**config.mk**
```make
export PLATFORM = sky130hd
export DESIGN_NAME = cordic_req_arbiter
export DESIGN_NICKNAME = d
export VERILOG_FILES = /design/src/rtl/cordic_req_arbiter.sv
export SDC_FILE = /design/constraint.sdc
export NUM_CORES = 1
export LEC_CHECK = 0
export BUFFER_PORTS_ARGS = -buffer_cell sky130_fd_sc_hd__buf_2
export CAP_MARGIN = 20
export CORE_AREA = 2 2 158 160
export CTS_CLUSTER_DIAMETER = 100
export CTS_CLUSTER_SIZE = 20
export DETAILED_ROUTE_END_ITERATION = 12
export DIE_AREA = 0 0 160 162
export MAX_ROUTING_LAYER = met4
export SYNTH_ARGS = -nofsm -noshare
export SYNTH_HDL_FRONTEND = slang
export SYNTH_SLANG_ARGS = --single-unit
```
**constraint.sdc**
```tcl
create_clock -name clk -period 4.4 [get_ports clk]
set_clock_uncertainty 0.15 [all_clocks]
set_input_delay 0.88 -clock clk [delete_from_list [all_inputs] [get_ports clk]]
set_output_delay 0.88 -clock clk [all_outputs]
set_load 0.005 [all_outputs]
```
**src/rtl/cordic_req_arbiter.sv**
```systemverilog
// Round-robin front end sharing one in-order CORDIC core among NREQ requesters.
// A tag FIFO records the grant order so results route back to their requesters.
module cordic_req_arbiter #(
    parameter int unsigned NREQ    = 4,
    parameter int unsigned XY_W    = 16,
    parameter int unsigned ANGLE_W = 32,
    parameter int unsigned DEPTH   = 8
) (
    input  logic                       clk,
    input  logic                       rst_n,
    input  logic [NREQ-1:0]            req_valid,
    output logic [NREQ-1:0]            req_ready,
    input  logic [NREQ*XY_W-1:0]       req_x,
    input  logic [NREQ*XY_W-1:0]       req_y,
    input  logic [NREQ*ANGLE_W-1:0]    req_angle,
    output logic                       core_in_valid,
    input  logic                       core_in_ready,
    output logic [XY_W-1:0]            core_x,
    output logic [XY_W-1:0]            core_y,
    output logic [ANGLE_W-1:0]         core_angle,
    input  logic                       core_out_valid,
    output logic                       core_out_ready,
    input  logic [XY_W-1:0]            core_cos,
    input  logic [XY_W-1:0]            core_sin,
    output logic [NREQ-1:0]            resp_valid,
    input  logic [NREQ-1:0]            resp_ready,
    output logic [XY_W-1:0]            resp_cos,
    output logic [XY_W-1:0]            resp_sin,
    output logic [$clog2(DEPTH):0]     outstanding,
    output logic                       err_orphan
);

    localparam int unsigned IDXW = $clog2(NREQ);
    localparam int unsigned PW   = $clog2(DEPTH);

    typedef enum logic {
        ST_OPEN,
        ST_LOCKED
    } lock_state_e;

    lock_state_e       state_q, state_d;
    logic [IDXW-1:0]   lock_idx_q, lock_idx_d;
    logic [IDXW-1:0]   rr_ptr_q, rr_ptr_d;
    logic [IDXW-1:0]   tag_mem_q [DEPTH];
    logic [PW-1:0]     wr_ptr_q, wr_ptr_d;
    logic [PW-1:0]     rd_ptr_q, rd_ptr_d;
    logic [PW:0]       count_q, count_d;
    logic              err_orphan_q, err_orphan_d;

    logic              gnt_found;
    logic [IDXW-1:0]   gnt_idx;
    logic [IDXW-1:0]   cand;
    logic [IDXW-1:0]   head;
    logic              fifo_full;
    logic              fifo_empty;
    logic              accept;
    logic              pop;

    assign fifo_full  = (count_q == (PW+1)'(DEPTH));
    assign fifo_empty = (count_q == '0);
    assign head       = tag_mem_q[rd_ptr_q];

    // A locked grant overrides the search so data stays stable across a core stall.
    always_comb begin
        gnt_found = 1'b0;
        gnt_idx   = '0;
        cand      = '0;
        if (state_q == ST_LOCKED) begin
            gnt_found = 1'b1;
            gnt_idx   = lock_idx_q;
        end else begin
            for (int unsigned i = 1; i <= NREQ; i++) begin
                cand = IDXW'((32'(rr_ptr_q) + i) % NREQ);
                if (!gnt_found && req_valid[cand]) begin
                    gnt_found = 1'b1;
                    gnt_idx   = cand;
                end
            end
        end
    end

    // Reset gates the request side so outputs clear immediately on rst_n low.
    assign core_in_valid = rst_n & gnt_found & ~fifo_full;
    assign accept        = core_in_valid & core_in_ready;

    always_comb begin
        core_x     = '0;
        core_y     = '0;
        core_angle = '0;
        req_ready  = '0;
        if (core_in_valid) begin
            core_x     = req_x[32'(gnt_idx)*XY_W +: XY_W];
            core_y     = req_y[32'(gnt_idx)*XY_W +: XY_W];
            core_angle = req_angle[32'(gnt_idx)*ANGLE_W +: ANGLE_W];
        end
        if (accept) begin
            req_ready[gnt_idx] = 1'b1;
        end
    end

    always_comb begin
        state_d    = state_q;
        lock_idx_d = lock_idx_q;
        rr_ptr_d   = rr_ptr_q;
        if (accept) begin
            state_d  = ST_OPEN;
            rr_ptr_d = gnt_idx;
        end else if (core_in_valid) begin
            state_d    = ST_LOCKED;
            lock_idx_d = gnt_idx;
        end
    end

    // Empty FIFO drains any result as an orphan instead of stalling the core.
    always_comb begin
        resp_valid     = '0;
        core_out_ready = 1'b1;
        if (!fifo_empty) begin
            resp_valid[head] = core_out_valid;
            core_out_ready   = resp_ready[head];
        end
    end

    assign pop      = core_out_valid & core_out_ready & ~fifo_empty;
    assign resp_cos = rst_n ? core_cos : '0;
    assign resp_sin = rst_n ? core_sin : '0;

    always_comb begin
        wr_ptr_d     = wr_ptr_q;
        rd_ptr_d     = rd_ptr_q;
        count_d      = count_q;
        err_orphan_d = err_orphan_q | (core_out_valid & fifo_empty);
        if (accept) begin
            wr_ptr_d = wr_ptr_q + 1'b1;
        end
        if (pop) begin
            rd_ptr_d = rd_ptr_q + 1'b1;
        end
        case ({accept, pop})
            2'b10:   count_d = count_q + 1'b1;
            2'b01:   count_d = count_q - 1'b1;
            default: count_d = count_q;
        endcase
    end

    always_ff @(posedge clk or negedge rst_n) begin
        if (!rst_n) begin
            state_q      <= ST_OPEN;
            lock_idx_q   <= '0;
            rr_ptr_q     <= IDXW'(NREQ - 1);
            wr_ptr_q     <= '0;
            rd_ptr_q     <= '0;
            count_q      <= '0;
            err_orphan_q <= 1'b0;
        end else begin
            state_q      <= state_d;
            lock_idx_q   <= lock_idx_d;
            rr_ptr_q     <= rr_ptr_d;
            wr_ptr_q     <= wr_ptr_d;
            rd_ptr_q     <= rd_ptr_d;
            count_q      <= count_d;
            err_orphan_q <= err_orphan_d;
        end
    end

    always_ff @(posedge clk) begin
        if (accept) begin
            tag_mem_q[wr_ptr_q] <= gnt_idx;
        end
    end

    assign outstanding = count_q;
    assign err_orphan  = err_orphan_q;

endmodule

```
==> results.md <==
## Run status
* result of the run: finished, final reports clean

## Synth
* Post-synth ARST share: 0.500
* Synthesis Warnings: 0
* xor-xnor portion of the synthesized cell area: 0.0187
* synthesized instance count: 406
* flop and latch count out of synthesis: 32
* mux cell area share after synthesis: 0.398
* most used flip-flop cell after synthesis: sky130_fd_sc_hd__edfxtp_1
* number of nets produced by synthesis: 712
* adder and majority cell fraction of the synthesized area: 0.0220
* complex-gate fraction of the synthesized area: 0.145
* distinct cell type count after synthesis: 43
* post-synthesis share of cell area spent on and, or, nand and nor gates: 0.124
* per-instance average area after synthesis: 9.25 sq um
* summed instance area of the synthesized netlist: 0.00375 sq mm
* dominant combinational cell family by area after synthesis: multiplexers
* sequential-to-total area share from yosys stat: 0.235
* number of flops mapped to enable cells by yosys: 16

## Power
* net switching fraction of the power: 0.440
* Clock Power Share: 0.092
* reported net switching power: 1530 uW
* Power Density: 544 mW/mm^2
* Leak Pwr: 0.00358 uW
* Power Internal: 1950 uW
* share of power burned in combinational logic: 0.742
* sequential fraction of design power: 0.166
* worst-case vdd ir drop: 0.224 mV
* Power Total: 3480 uW

## STA
* Worst slew margin: 0.631
* PnR worst setup slack: 431 ps
* measured slew at the worst slew-check pin: 546 ps
* maximum operating frequency: 252 MHz
* setup violators final: 0
* sum of negative setup slack: 0 ps
* number of hold violations in the final report: 0
* setup repair after global routing missed its margin: false
* final period utilization: 0.902
* Final Critical Period: 3970 ps
* final count of pins violating max slew: 0

## Route
* aggregate routed wire length: 17,600 microns
* wire length the detailed router placed on met1: 6920 microns
* metal2 WL: 9320 microns
* 1st-pass router iterations: 4
* max layer used: met4
* remaining antenna violation count: 0
* Via-to-Cell Ratio: 4.22
* total met3 wirelength after detailed routing: 1150 microns
* residual DRC count: 0
* routed wirelength normalized by instance count: 15.5 microns
* vias post-DR: 4,772
* detailed router's first-iteration violation count: 221

## CTS
* maximum buffer depth of the clock tree: 2
* Post-CTS Setup Repair Bufs: 0
* total clock sinks: 32
* clk_lat worst skew: 270 ps
* total CTS buffers: 5
* clock tree from TritonCTS: done
* register clock-pin slew on the reported worst setup and hold paths: 50 ps
* total number of H-tree levels: 2
* number of hold buffers added after cts: 0
* # resized after CTS: 0
* clock tree root buffer cell: sky130_fd_sc_hd__clkbuf_16

## Final layout
* leading cell types in the layout, fill and taps excluded: sky130_fd_sc_hd__buf_2 (410), sky130_fd_sc_hd__mux2i_1 (129), sky130_fd_sc_hd__o22ai_1 (64), sky130_fd_sc_hd__and2_1 (33), sky130_fd_sc_hd__edfxtp_1 (16)
* share of layout cells above drive strength 1: 0.561
* Final Instance Area: 0.00640 sq mm
* utilization after layout: 0.265
* most common cell after layout, fill and taps aside: sky130_fd_sc_hd__buf_2
* fillers: 2,646
* area growth from synthesis to final layout: 70.4%
* net count of the finished layout: 1,107

## Worst setup path
* CP endpoint kind: output pin
* worst endpoint required time: 3370 ps
* category of the critical setup timing path: flop to output pin
* peak fanout along the critical path: 42
* Worst setup SP type: flop
* arrival time reported for the critical path endpoint: 2940 ps

## Hold path
* Hold WC Path Type: flop to flop

## Global routing
* first-pass GRT wire length: 25,500 microns
* global-route usage over all layers: 0.128
* largest net degree at the start of global routing: 52
* initial antenna violation count: 7
* GR Overflow Total: 0
* vias in the first global route: 4,639

## Place
* post-placement cell area: 0.00625 sq mm
* number of I/O port buffers: 410
* Final HPWL DP: 14,900 microns
* worst setup slack before clock tree synthesis: 425 ps
* gp weighted congestion: 0.829

## Job
* max capacitance violation total: 0

## Die
* number of placement rows: 57
* DIE HEIGHT: 162 microns
* total core area: 0.0241 sq mm
* count of boundary I/O pins: 411
* width of the die: 160 microns
* initial core utilization: 0.156
* Die Footprint: 0.0259 sq mm

## synth_stat cells (all sizes together), types with 2 or more instances
library cell | number | area (sq um)
dfrtp | 14 | 350
nand3 | 3 | 15.0
edfxtp | 16 | 480
ha | 5 | 62.6
a21oi | 7 | 35.0
nor3 | 5 | 25.0
mux4 | 4 | 90.1
mux2i | 129 | 1290
inv | 11 | 41.3
dfstp | 2 | 52.6
nand2 | 13 | 48.8
o21ai | 4 | 20.0
nor4b | 2 | 17.5
buf | 19 | 104
nor2 | 10 | 37.5
xnor2 | 5 | 43.8
nor2b | 3 | 18.8
a211oi | 3 | 22.5
nand2b | 5 | 31.3
mux2 | 9 | 113
clkbuf | 18 | 67.6
and2 | 34 | 215
o22ai | 64 | 400
or2 | 2 | 12.5
nor4 | 5 | 31.3
xor2 | 3 | 26.3
a21o | 3 | 22.5
## area by class of cell
type / count / area (sq um) / share of cell area
multi-input cells: 326 / 2680 / 0.419
repair buffers: 425 / 2240 / 0.350
flip-flops and latches: 32 / 883 / 0.138
well taps: 324 / 405 / 0.0633
clock buffers: 5 / 125 / 0.0196
inverters: 11 / 41.3 / 0.00645
clock inverters: 3 / 13.8 / 0.00215
diodes: 4 / 10.0 / 0.00156
## cell families after synthesis
group           count (synthesis)
mux                           142
compound gates                 86
simple gates                   84
buf+inv                        48
flops                          32
xor+xnor                        8
fa+ha+maj                       6
## worst paths after layout
kind | slack, ps | cells after the start | to | start
worst max-delay path | 430 | 8 | core_y[15] | rr_ptr_q[0]
worst min-delay path | 300 | 1 | err_orphan | err_orphan
worst max register to register | 810 | 11 | outstanding[3] | rd_ptr_q[0]
worst min register to register | 300 | 1 | err_orphan | err_orphan
max in group asynchronous | 3270 | 2 | rr_ptr_q[1] | rst_n
min in group asynchronous | 500 | 2 | outstanding[3] | rst_n
## worst max-delay path: stages, from the launching register on
cell and delay [ps]:
sky130_fd_sc_hd__dfstp_2 640, sky130_fd_sc_hd__mux2_2 390, sky130_fd_sc_hd__nor3b_1 170, sky130_fd_sc_hd__a221oi_4 370, sky130_fd_sc_hd__buf_12 300, sky130_fd_sc_hd__buf_12 210
sky130_fd_sc_hd__mux2i_1 230, sky130_fd_sc_hd__o22ai_1 120, sky130_fd_sc_hd__buf_2 160
## sequential cells by signal, indices dropped and copies added, names as in the netlist
signal / count
lock_idx_q: 2
rd_ptr_q: 3
rr_ptr_q: 2
wr_ptr_q: 3
err_orphan: 1
tag_mem_q: 16
state_q: 1
outstanding: 4
## layer usage
layer,GRT usage,vias up
met5,-,-
met4,0.0246,0
met3,0.0235,18
met2,0.231,227
met1,0.148,2185
li1,-,2342
## power groups by stage
stage	registers [uW]	logic, uW	clock network (uW)
6_report	576	2580	321
5_1_grt	596	2810	348
4_1_cts	576	2600	328
3_5_place_dp	579	2590	0
3_3_place_gp	578	2550	0
2_1_floorplan	511	1720	0
## through the flow
stage	hold slack, ps	instances
3_3_place_gp	286	1118
2_1_floorplan	301	406
6_report	299	1130
4_1_cts	306	1126
3_5_place_dp	295	1118
5_1_grt	326	1129
(Power assumes the default switching activity.)
